`config.mk`:
```
export PLATFORM = sky130hd
export DESIGN_NAME = seq_addsub_alu_flat
export DESIGN_NICKNAME = d
export VERILOG_FILES = /design/src/rtl/seq_addsub_alu_pkg.sv /design/src/rtl/seq_addsub_alu_if.sv /design/src/rtl/seq_addsub_alu_chunk.sv /design/src/rtl/seq_addsub_alu.sv /design/src/flat_wrapper.sv
export SDC_FILE = /design/constraint.sdc
export NUM_CORES = 1
export LEC_CHECK = 0
export CORE_MARGIN = 8
export CORE_UTILIZATION = 43
export CTS_BUF_LIST = sky130_fd_sc_hd__clkbuf_4 sky130_fd_sc_hd__clkbuf_8 sky130_fd_sc_hd__clkbuf_16
export DETAILED_ROUTE_END_ITERATION = 7
export GPL_ROUTABILITY_DRIVEN = 0
export HOLD_SLACK_MARGIN = 0.1
export PLACE_DENSITY = 0.75
export SLEW_MARGIN = 20
export SYNTH_ARGS = -nofsm -noshare
export SYNTH_HDL_FRONTEND = slang
export SYNTH_SLANG_ARGS = --single-unit
```
`constraint.sdc`:
```
create_clock -name clk -period 3.9 [get_ports clk]
set_input_delay 0.78 -clock clk [delete_from_list [all_inputs] [get_ports clk]]
set_output_delay 0.78 -clock clk [all_outputs]
set_load 0.02 [all_outputs]
```
`src/rtl/seq_addsub_alu_pkg.sv`:
```
// Shared types for the sequential add/subtract unit: operation codes, FSM states and result flags.
package alu_pkg;

   typedef enum logic {
      OP_ADD = 1'b0,
      OP_SUB = 1'b1
   } op_e;

   typedef enum logic [1:0] {
      IDLE = 2'd0,
      CALC = 2'd1,
      DONE = 2'd2
   } state_e;

   typedef struct packed {
      logic cb;
      logic ovf;
      logic zero;
   } alu_flags_t;

endpackage

```
`src/rtl/seq_addsub_alu_if.sv`:
```
// Operand/result handshake bundle for seq_addsub_alu; master is the producer/consumer side, slave is the unit.
interface seq_addsub_alu_if #(
   parameter int WIDTH = 16
);

   logic             in_valid;
   logic             in_ready;
   logic [WIDTH-1:0] in_a;
   logic [WIDTH-1:0] in_b;
   logic             in_op;
   logic             out_valid;
   logic             out_ready;
   logic [WIDTH-1:0] out_q;
   logic             out_cb;
   logic             out_ovf;
   logic             out_zero;
   logic             busy;

   modport master (
      output in_valid, in_a, in_b, in_op, out_ready,
      input  in_ready, out_valid, out_q, out_cb, out_ovf, out_zero, busy
   );

   modport slave (
      input  in_valid, in_a, in_b, in_op, out_ready,
      output in_ready, out_valid, out_q, out_cb, out_ovf, out_zero, busy
   );

endinterface

```
`src/rtl/seq_addsub_alu_chunk.sv`:
```
// One CHUNK-bit add/subtract slice: b is inverted when subtracting, so a - b = a + ~b + 1 with cin = 1.
module addsub_chunk #(
   parameter int CHUNK = 4
) (
   input  logic [CHUNK-1:0] a,
   input  logic [CHUNK-1:0] b,
   input  logic             op,
   input  logic             cin,
   output logic [CHUNK-1:0] q,
   output logic             cout
);

   logic [CHUNK:0] sum;

   assign sum       = {1'b0, a} + {1'b0, b ^ {CHUNK{op}}} + {{CHUNK{1'b0}}, cin};
   assign {cout, q} = sum;

endmodule

```
`src/rtl/seq_addsub_alu.sv`:
```
// Multi-cycle WIDTH-bit add/subtract, one CHUNK-bit slice per clock, LSB first.
// Define SEQ_ADDSUB_SAT_EN to clamp overflowing results to the signed extreme.
module seq_addsub_alu
   import alu_pkg::*;
#(
   parameter int WIDTH = 16,
   parameter int CHUNK = 4
) (
   input  logic              clk,
   input  logic              rst_n,
   seq_addsub_alu_if.slave   bus
);

   localparam int NCHUNK = WIDTH / CHUNK;
   localparam int IDXW   = (NCHUNK > 1) ? $clog2(NCHUNK) : 1;
   localparam int LSBW   = (WIDTH > 1) ? $clog2(WIDTH) : 1;
   localparam logic [IDXW-1:0] LAST_IDX = IDXW'(NCHUNK - 1);

   state_e           state;
   logic [WIDTH-1:0] a_reg;
   logic [WIDTH-1:0] b_reg;
   logic [WIDTH-1:0] q_reg;
   op_e              op_reg;
   logic             carry;
   logic [IDXW-1:0]  idx;

   logic [LSBW-1:0]  lsb;
   logic [CHUNK-1:0] slice_a;
   logic [CHUNK-1:0] slice_b;
   logic [CHUNK-1:0] slice_q;
   logic             slice_cout;
   logic [WIDTH-1:0] q_next;
   logic [WIDTH-1:0] q_final;
   alu_flags_t       flags_next;

   assign lsb     = LSBW'(int'(idx) * CHUNK);
   assign slice_a = a_reg[lsb +: CHUNK];
   assign slice_b = b_reg[lsb +: CHUNK];

   addsub_chunk #(
      .CHUNK (CHUNK)
   ) u_chunk (
      .a    (slice_a),
      .b    (slice_b),
      .op   (op_reg),
      .cin  (carry),
      .q    (slice_q),
      .cout (slice_cout)
   );

   // Full result and flags as they would be if this were the last slice; only latched on the final CALC cycle.
   always_comb begin
      q_next             = q_reg;
      q_next[lsb +: CHUNK] = slice_q;
      flags_next.cb      = slice_cout ^ op_reg;
      flags_next.ovf     = (a_reg[WIDTH-1] == (b_reg[WIDTH-1] ^ op_reg)) &&
                           (q_next[WIDTH-1] != a_reg[WIDTH-1]);
`ifdef SEQ_ADDSUB_SAT_EN
      if (flags_next.ovf) begin
         q_final = a_reg[WIDTH-1] ? {1'b1, {(WIDTH-1){1'b0}}} : {1'b0, {(WIDTH-1){1'b1}}};
      end else begin
         q_final = q_next;
      end
`else
      q_final = q_next;
`endif
      flags_next.zero    = (q_final == '0);
   end

   // Control FSM; every output is registered so a reset mid-operation never exposes a partial sum.
   always_ff @(posedge clk or negedge rst_n) begin
      if (!rst_n) begin
         state         <= IDLE;
         a_reg         <= '0;
         b_reg         <= '0;
         q_reg         <= '0;
         op_reg        <= OP_ADD;
         carry         <= 1'b0;
         idx           <= '0;
         bus.in_ready  <= 1'b1;
         bus.out_valid <= 1'b0;
         bus.out_q     <= '0;
         bus.out_cb    <= 1'b0;
         bus.out_ovf   <= 1'b0;
         bus.out_zero  <= 1'b0;
         bus.busy      <= 1'b0;
      end else begin
         case (state)
            IDLE: begin
               if (bus.in_valid) begin
                  a_reg        <= bus.in_a;
                  b_reg        <= bus.in_b;
                  op_reg       <= op_e'(bus.in_op);
                  carry        <= bus.in_op;
                  idx          <= '0;
                  bus.in_ready <= 1'b0;
                  bus.busy     <= 1'b1;
                  state        <= CALC;
               end
            end
            CALC: begin
               q_reg <= q_next;
               carry <= slice_cout;
               idx   <= idx + 1'b1;
               if (idx == LAST_IDX) begin
                  idx           <= '0;
                  bus.out_valid <= 1'b1;
                  bus.out_q     <= q_final;
                  bus.out_cb    <= flags_next.cb;
                  bus.out_ovf   <= flags_next.ovf;
                  bus.out_zero  <= flags_next.zero;
                  state         <= DONE;
               end
            end
            DONE: begin
               if (bus.out_ready) begin
                  bus.out_valid <= 1'b0;
                  bus.in_ready  <= 1'b1;
                  bus.busy      <= 1'b0;
                  state         <= IDLE;
               end
            end
            default: begin
               state <= IDLE;
            end
         endcase
      end
   end

endmodule

```
`src/flat_wrapper.sv`:
```
// flat-port wrapper written by rule: the top's interface ports become plain ports
module seq_addsub_alu_flat import alu_pkg::*;
#(
   parameter int WIDTH = 16,
   parameter int CHUNK = 4
)
  (clk, rst_n, bus_in_valid, bus_in_a, bus_in_b, bus_in_op, bus_out_ready, bus_in_ready, bus_out_valid, bus_out_q, bus_out_cb, bus_out_ovf, bus_out_zero, bus_busy);
  seq_addsub_alu_if #(.WIDTH(WIDTH)) bus_i ();
  input  logic clk;
  input  logic rst_n;
  input wire logic [$bits(bus_i.in_valid)-1:0] bus_in_valid;
  input wire logic [$bits(bus_i.in_a)-1:0] bus_in_a;
  input wire logic [$bits(bus_i.in_b)-1:0] bus_in_b;
  input wire logic [$bits(bus_i.in_op)-1:0] bus_in_op;
  input wire logic [$bits(bus_i.out_ready)-1:0] bus_out_ready;
  output wire logic [$bits(bus_i.in_ready)-1:0] bus_in_ready;
  output wire logic [$bits(bus_i.out_valid)-1:0] bus_out_valid;
  output wire logic [$bits(bus_i.out_q)-1:0] bus_out_q;
  output wire logic [$bits(bus_i.out_cb)-1:0] bus_out_cb;
  output wire logic [$bits(bus_i.out_ovf)-1:0] bus_out_ovf;
  output wire logic [$bits(bus_i.out_zero)-1:0] bus_out_zero;
  output wire logic [$bits(bus_i.busy)-1:0] bus_busy;
  assign bus_i.in_valid = bus_in_valid;
  assign bus_i.in_a = bus_in_a;
  assign bus_i.in_b = bus_in_b;
  assign bus_i.in_op = bus_in_op;
  assign bus_i.out_ready = bus_out_ready;
  assign bus_in_ready = bus_i.in_ready;
  assign bus_out_valid = bus_i.out_valid;
  assign bus_out_q = bus_i.out_q;
  assign bus_out_cb = bus_i.out_cb;
  assign bus_out_ovf = bus_i.out_ovf;
  assign bus_out_zero = bus_i.out_zero;
  assign bus_busy = bus_i.busy;
  seq_addsub_alu #(.WIDTH(WIDTH), .CHUNK(CHUNK)) u_core (.clk(clk), .rst_n(rst_n), .bus(bus_i));
endmodule
```
==> impl_metrics.yaml, run 1 <==
critical_path:
  path_cells: "buf_4 -> mux4_2 -> xor2_1 -> inv_1 -> fa_1 -> and2_1 -> o22ai_1 -> nor4_1 -> nand4_1 -> o31ai_2"
  end_kind: "register"
  arrival_ns: 3.45
  startpoint_type: "register"
  rrSetupSlack_ns: 0.71
  reg2reg_depth: 10
  r2r_start: "u_core.idx[0]"
  reg2reg_to: "u_core.bus.out_zero"
  critical_path_class: "register to register"
  critPathTopFamily: "adder cells"
  cp_slowest_cell: "fa_1"
  cp_num_buf_inv: 2
  slowest_delay_ns: 0.69
  crit_required_ns: 4.16
  worstPathMaxFanout: 19
logic_synthesis:
  synth.avg_cell_area_um2: 11.6
  synth_fp_nets: 364
  synth-edff-count: 0
  synth_ff_type: "dfrtp_1"
  ys_ff_latch: 76
  synth.distinct_cells: 52
  async_flop_share_pct: 100
  netlist_area_um2: 3680
  synthCells: 316
  synth_seq_area_share_pct: 51.7
  ys_warn_count: 0
global_route:
  use_met1_pct: 17.7
  grt_pass1_vias: 2741
  grt_usage_pct: 14.4
  grt_util_met3_pct: 5.35
  top_usage_layer: "met2"
  grt_pass1_wl_mm: 13.4
  grt_use_met2_pct: 23.3
  overflow: 0
  antenna_found_initial: 0
  grt_max_degree: 77
detailed_routing:
  vias_per_cell: 5.38
  drtIter0Drc: 116
  vias: 2597
  wl_per_cell_um: 16.3
  drc: 0
  drtPass1Iterations: 4
  wl_mm: 7.89
  final_antenna_net_count: 0
worst_hold_path:
  hp-class: "register to register"
  min_delay_path_depth: 2
  min_to: "u_core.bus.in_ready"
  hp-start: "u_core.bus.in_ready"
sta:
  tightest_slew_ns: 0.927
  rsz0062_at_grt: "false"
  maxSlewHeadroom_pct: 38.2
  timing.fmax_ghz: 0.314
  fin_worst_skew_ns: 0.00469
  period_needed_ns: 3.19
  hold_violations: 0
  setup-violations-final: 0
  finalSetupTns_ns: 0
  fin_crit_sh_pct: 81.7
  slew_viol_final: 0
run:
  drv_cap: 0
finish:
  antenna_cells: 0
  nets: 421
  mostFrequentLayoutCells: "dfrtp_1, clkdlybuf4s50_1, nand2_1"
  drive_above_1_share_pct: 18.8
  final_common_cell: "dfrtp_1"
  utilization_pct: 55.2
  syn2layout_area_growth_pct: 23.9
  fin_cells: 483
pwr:
  p_per_area_nw_per_um2: 992
  peakVddDrop_uv: 605
  total_leakage_power_nw: 1.91
floorplanning:
  die-area_um2: 11800
  coreArea_um2: 8260
  rows: 33
  io_pins: 59
  initial_core_util_pct: 44.6
  chipHeight_um: 109
  fp.dieW_um: 109
placed_design:
  port_buffers: 58
  hpwlAfterDp_mm: 5.89
  place_inst: 467
clock_network:
  worstSkewPairLatency_ns: 0.35
  cts_tree: "built"
  path_clk_slew_ns: 0.08
  clock_tree.root_cell: "clkbuf_8"
  cts_setup_buffers: 0
  cts_buffers: 9
  hold_buffers: 0
  clock-sinks: 76
  clk_path_buf_depth: 2
  post_cts_resized: 0
  htree_levels: 3
status:
  status: "finished, final reports clean"
## tightest hold or removal path, cell delays in order, from the launching register on
cell and delay (ns):
dfstp_2 0.38, inv_1 0.04, a21oi_1 0.05
## report_power, final
part | switching, W | internal [W]
clock network | 0.000284 | 0.000367
registers | 0.000216 | 0.00112
logic | 0.00138 | 0.00115
## worst max-delay path by stage
stage | from | endpoint | slack (ns) | cells after the start
after detailed placement | u_core.idx[0] | u_core.bus.out_zero | 0.73 | 10
after global placement | u_core.idx[0] | u_core.bus.out_zero | 0.81 | 10
final | u_core.idx[0] | u_core.bus.out_zero | 0.71 | 10
after CTS | u_core.idx[0] | u_core.bus.out_zero | 0.69 | 10
after floorplan | u_core.idx[0] | u_core.bus.out_zero | 0.55 | 11
after global routing | u_core.idx[0] | u_core.bus.out_zero | 0.42 | 10
## cell usage after synthesis (3+ instances only)
cell type	count	share of area (%)
nand2b_1	5	0.85
nand2_1	36	3.7
a21oi_1	9	1.2
ha_1	9	3.1
mux4_2	8	4.9
and2_1	3	0.51
mux2_2	34	10
clkbuf_1	4	0.41
xor2_1	5	1.2
nor2_1	12	1.2
a32o_1	5	1.4
o21ai_0	26	3.5
a22oi_1	3	0.61
nor3_1	3	0.41
o22ai_1	4	0.68
buf_2	8	1.1
dfrtp_1	75	51
nor2b_1	6	1.0
inv_1	15	1.5
xnor2_1	3	0.71
## routing by layer
metal  vias to the layer above  wire length, um
met2                        65             3910
met3                         4              485
li1                       1243                -
met5                         -                0
met4                         0               33
met1                      1285             3460
## final cells by class
cell class / instances / area (um^2)
fillers: 743 / 3700
flip-flops and latches: 76 / 1900
multi-input cells: 209 / 1640
repair buffers: 62 / 608
clock buffers: 10 / 131
well taps: 105 / 131
clock inverters: 6 / 88.8
inverters: 15 / 56.3
## through the flow
step / area [um^2] / hold slack [ns] / setup WS [ns] / total power (W)
floorplan: 3680 / 0.449 / 0.547 / 0.00323
global placement: 4340 / 0.460 / 0.809 / 0.00381
detailed placement: 4340 / 0.465 / 0.728 / 0.00389
CTS: 4560 / 0.477 / 0.693 / 0.00456
global route: 4560 / 0.514 / 0.420 / 0.00490
finish: 4560 / 0.474 / 0.715 / 0.00452
## cells by family (layout without fill, tap and decap cells)
group           after synthesis  in the layout  synth area share [%]
fa+ha+maj                    11             11                  4.15
mux                          43             43                  15.6
buf+inv                      31             93                  3.74
xor+xnor                      8              8                  1.90
compound gates               66             66                  11.7
flops                        76             76                  51.7
simple gates                 81             81                  11.3
Note: power is estimated with default switching activity, not from simulation.
==> run 2, diff against run 1 <==
clock period = 3.19 ns   (was 3.9 ns; I/O delays follow)
==> impl_metrics.yaml, run 2 (synthesized netlist as in run 1, its figures left out) <==
clock_network:
  clock-sinks: 76
  clk_path_buf_depth: 2
  worstSkewPairLatency_ns: 0.36
  path_clk_slew_ns: 0.08
  cts_setup_buffers: 0
  cts_buffers: 9
  htree_levels: 3
  cts_tree: "built"
  clock_tree.root_cell: "clkbuf_8"
critical_path:
  critPathTopFamily: "adder cells"
  path_cells: "mux4_2 -> xnor2_1 -> fa_2 -> fa_2 -> and2_1 -> o22ai_1 -> nor4_2 -> nand4_1 -> o31ai_2"
  end_kind: "register"
  startpoint_type: "register"
  path_common_cell: "fa_2"
  cp_num_buf_inv: 0
  worstPathMaxFanout: 3
  crit_required_ns: 3.47
  cp_slowest_cell: "fa_2"
  critical_path_class: "register to register"
  arrival_ns: 3.31
  slowest_delay_ns: 0.56
finish:
  mostFrequentLayoutCells: "dfrtp_1, clkdlybuf4s50_1, nand2_1"
  syn2layout_area_growth_pct: 25.7
  final_common_cell: "dfrtp_1"
  antenna_cells: 0
  drive_above_1_share_pct: 20.4
  stdcell_area_um2: 4630
  fillCellCount: 713
  nets: 425
run:
  drv_cap: 0
pwr:
  p_per_area_nw_per_um2: 1280
  total_power_w: 0.00591
  total_leakage_power_nw: 1.94
  peakVddDrop_uv: 713
sta:
  fin_ws_ns: 0.161
  slew_viol_final: 0
  fin_crit_sh_pct: 95.0
  period_needed_ns: 3.03
  setup-violations-final: 0
  finalSetupTns_ns: 0
  fin_worst_skew_ns: 0.0123
  tightest_slew_ns: 0.954
  hold_violations: 0
  timing.fmax_ghz: 0.330
  maxSlewHeadroom_pct: 36.4
detailed_routing:
  wl_per_cell_um: 17.1
  drtIter0Drc: 133
  vias_per_cell: 5.44
  vias: 2650
  drtPass1Iterations: 4
  drc: 0
  final_antenna_net_count: 0
  wl_mm: 8.35
placed_design:
  dpl_cell_area_um2: 4370
  dp_slack_ns: 0.193
  hpwlAfterDp_mm: 6.16
  port_buffers: 58
floorplanning:
  coreArea_um2: 8260
  io_pins: 59
  fp.dieW_um: 109
  initial_core_util_pct: 44.6
  chipHeight_um: 109
  rows: 33
  die-area_um2: 11800
global_route:
  grt_max_degree: 77
  grt_usage_pct: 15.2
  antenna_found_initial: 0
  grt_pass1_vias: 2861
  grt_pass1_wl_mm: 14.1
  overflow: 0
worst_hold_path:
  hp-class: "primary input to async pin"
status:
  status: "finished, final reports clean"
==> run 2: report_power, final <==
part           switching (W)  internal (W)
logic                0.00181       0.00156
clock network       0.000376      0.000524
registers           0.000261       0.00137
==> run 2: repair_timing <==
| action | in CTS | in global routing |
|---|---|---|
| gates resized for setup | 0 | 1 |
| endpoints found under the setup margin | 0 | 1 |
| endpoints found under the hold margin | 0 | 0 |
| hold buffers | 0 | 0 |
==> run 2: metal layers <==
metal / GRT usage [%] / wire [um] / vias to the layer above
met4: 7.43 / 200 / 0
li1: - / - / 1243
met3: 4.34 / 551 / 20
met2: 24.3 / 4030 / 97
met1: 18.5 / 3570 / 1290
met5: 0 / 0 / -
==> run 2: metrics by stage <==
step                      cells  utilization, %  hold slack (ns)
after floorplan             316               -            0.342
after global placement      471            53.0            0.460
after detailed placement    471            53.0            0.470
after CTS                   487            56.0            0.458
after global routing        487            56.0            0.489
final                       487            56.0            0.400
==> run 2: area by class of cell <==
class,count,area [um^2],share of cell area [%]
tap,105,131,2.84
multi-input combinational,209,1650,35.7
inverter,15,56.3,1.22
clock buffer,9,124,2.68
clock inverter,7,124,2.68
sequential,76,1900,41.1
timing repair buffer,66,638,13.8
==> run 2: final timing paths <==
check / slack (ns) / start / cells after the start / endpoint
max in group asynchronous: 2.15 / rst_n / 1 / u_core.b_reg[9]
setup reg to reg: 0.16 / u_core.idx[0] / 9 / u_core.bus.out_zero
hold / removal: 0.40 / rst_n / 1 / u_core.bus.out_q[10]
hold reg to reg: 0.48 / u_core.bus.out_cb / 2 / u_core.bus.out_cb
min in group clk: 0.48 / u_core.bus.out_cb / 2 / u_core.bus.out_cb
setup / recovery: 0.16 / u_core.idx[0] / 9 / u_core.bus.out_zero
==> run 2: worst register-to-register path, cell delays in order (launching register included) <==
cell,delay [ns]
dfrtp_1,0.39
mux4_2,0.52
xnor2_1,0.16
fa_2,0.40
fa_2,0.56
and2_1,0.12
o22ai_1,0.10
nor4_2,0.31
nand4_1,0.15
o31ai_2,0.24
==> run 3, diff against run 2 <==
SYNTH_HIERARCHICAL = 1   (was default)
==> impl_metrics.yaml, run 3 <==
critical_path:
  critical_path_class: "register to register"
  crit_required_ns: 3.45
  worstPathMaxFanout: 11
  arrival_ns: 3.24
  startpoint_type: "register"
  end_kind: "register"
finish:
  mostFrequentLayoutCells: "dfrtp_1, clkdlybuf4s50_1, mux2_1"
  final_common_cell: "dfrtp_1"
  fillCellCount: 749
  syn2layout_area_growth_pct: 24.5
  seqCellArea_um2: 1900
  nets: 423
  multi_input_area_um2: 1680
  drive_above_1_share_pct: 11.3
  antenna_cells: 0
worst_hold_path:
  hp-class: "primary input to async pin"
clock_network:
  cts_setup_buffers: 0
  clock-sinks: 76
  worstSkewPairLatency_ns: 0.36
  clk_path_buf_depth: 2
  clock_tree.root_cell: "clkbuf_8"
  path_clk_slew_ns: 0.08
  htree_levels: 3
  cts_tree: "built"
  cts_buffers: 9
detailed_routing:
  vias: 2685
  top_layer_used: "met4"
  drtIter0Drc: 149
  met3RoutedLength_um: 476
  wl_met1_mm: 3.60
  drtPass1Iterations: 5
  vias_per_cell: 5.50
  drc: 0
  wl_mm: 8.07
  final_antenna_net_count: 0
  wl_per_cell_um: 16.5
  wl_met2_mm: 3.91
logic_synthesis:
  synthCells: 319
  synth.largest_area_cell: "dfrtp_1"
  ys_ff_latch: 76
  synth_top_area_share_pct: 50.6
  synth.distinct_cells: 46
  synth.avg_cell_area_um2: 11.6
  synth.area.top_cells: "dfrtp_1, mux2_1, mux4_2"
  netlist_area_um2: 3710
  synth_ff_type: "dfrtp_1"
  ys_warn_count: 6
  synth.most_common_cell: "dfrtp_1"
  synth_fp_nets: 367
  synth_seq_area_share_pct: 51.3
  synth-edff-count: 0
  async_flop_share_pct: 100
  ys_top_cells_by_count: "dfrtp_1, mux2_1, nand2_1"
sta:
  tightest_slew_ns: 0.929
  finalSetupTns_ns: 0
  slew_viol_final: 0
  rsz0062_at_grt: "false"
  maxSlewHeadroom_pct: 38.1
  fin_worst_skew_ns: 0.0138
  hold_violations: 0
  setup-violations-final: 0
  fin_crit_sh_pct: 93.3
  period_needed_ns: 2.98
  timing.fmax_ghz: 0.336
floorplanning:
  coreArea_um2: 8550
  io_pins: 59
  die-area_um2: 11900
  chipHeight_um: 109
  rows: 34
  initial_core_util_pct: 43.4
  fp.dieW_um: 109
run:
  drv_cap: 0
status:
  status: "finished, final reports clean"
global_route:
  grt_pass1_vias: 2852
  grt_pass1_wl_mm: 13.5
  grt_max_degree: 77
  grt_usage_pct: 14.4
  antenna_found_initial: 0
  overflow: 0
placed_design:
  port_buffers: 58
  hpwlAfterDp_mm: 6.01
[run 3: cell count changes in the layout (fill, tap and decap cells not counted), moves of 3 or more]
cell,delta
nor2_1,-5
mux2_2,-34
nand2b_1,-5
mux2_1,+34
o21ai_0,-24
a21oi_1,+12
inv_1,-4
a32o_1,+8
o2111ai_1,+3
nor2b_1,+7
o21ai_1,+20
nand2_1,-3
[run 3: area by class of cell]
type / instances / area share [%]
Clock inverter: 7 / 1.73
Tap cell: 108 / 2.93
Clock buffer: 9 / 2.68
Inverter: 13 / 1.06
Sequential cell: 76 / 41.2
Timing Repair Buffer: 67 / 14.0
Multi-Input combinational cell: 208 / 36.4
[run 3: through the flow]
step / hold WS, ns / util, % / instances / worst slack (ns) / instance area, um^2
global placement: 0.466 / 51.4 / 472 / 0.319 / 4390
CTS: 0.451 / 53.7 / 488 / 0.179 / 4600
detailed placement: 0.474 / 51.4 / 472 / 0.193 / 4390
floorplan: 0.342 / - / 319 / 0.0359 / 3710
global route: 0.500 / 54.0 / 488 / 0.00105 / 4620
finish: 0.419 / 54.0 / 488 / 0.214 / 4620
[run 3: timing repair]
item,in CTS,in global routing
hold buffers,0,0
gates resized for setup,0,3
endpoints found under the setup margin,0,1
[run 3: final timing paths]
check | start | end | slack, ns | depth (start not counted)
max | u_core/idx[0] | u_core/bus.out_zero | 0.21 | 8
min | rst_n | u_core/bus.out_q[10] | 0.42 | 1
max reg2reg | u_core/idx[0] | u_core/bus.out_zero | 0.21 | 8
min reg2reg | u_core/bus.out_q[10] | u_core/bus.out_q[10] | 0.49 | 2
max in group asynchronous | rst_n | u_core/state[0] | 2.17 | 1
min in group clk | u_core/bus.out_q[10] | u_core/bus.out_q[10] | 0.49 | 2
[run 3: logic make-up (layout without fill, tap and decap cells)]
| family | count (synthesis) | count (layout) | share of synthesized area, % |
|---|---|---|---|
| DFF | 76 | 76 | 51.3 |
| AOI/OAI and AO/OA | 79 | 79 | 14.3 |
| adders and majority gates | 11 | 11 | 4.12 |
| buffers and inverters | 35 | 96 | 4.01 |
| and+or+nand+nor | 68 | 68 | 9.21 |
| xor gates and xnor gates | 8 | 8 | 1.89 |
| muxes | 42 | 42 | 15.2 |
[run 3: layer usage]
metal  up-vias  track usage [%]
li1       1268                -
met2        75             23.4
met5         -                0
met1      1332             17.7
met3        10             5.14
met4         0             4.20
[run 3: critical path, stage by stage (launching register included)]
cell,delay (ns)
dfrtp_1,0.39
mux4_2,0.53
xnor2_1,0.16
fa_1,0.42
inv_1,0.10
fa_1,0.61
o2111ai_1,0.32
o2111ai_1,0.15
o31ai_1,0.21
Power of run 3 is not shown: default switching activity piles up to over one toggle a cycle in this logic, so the estimate is an artifact.
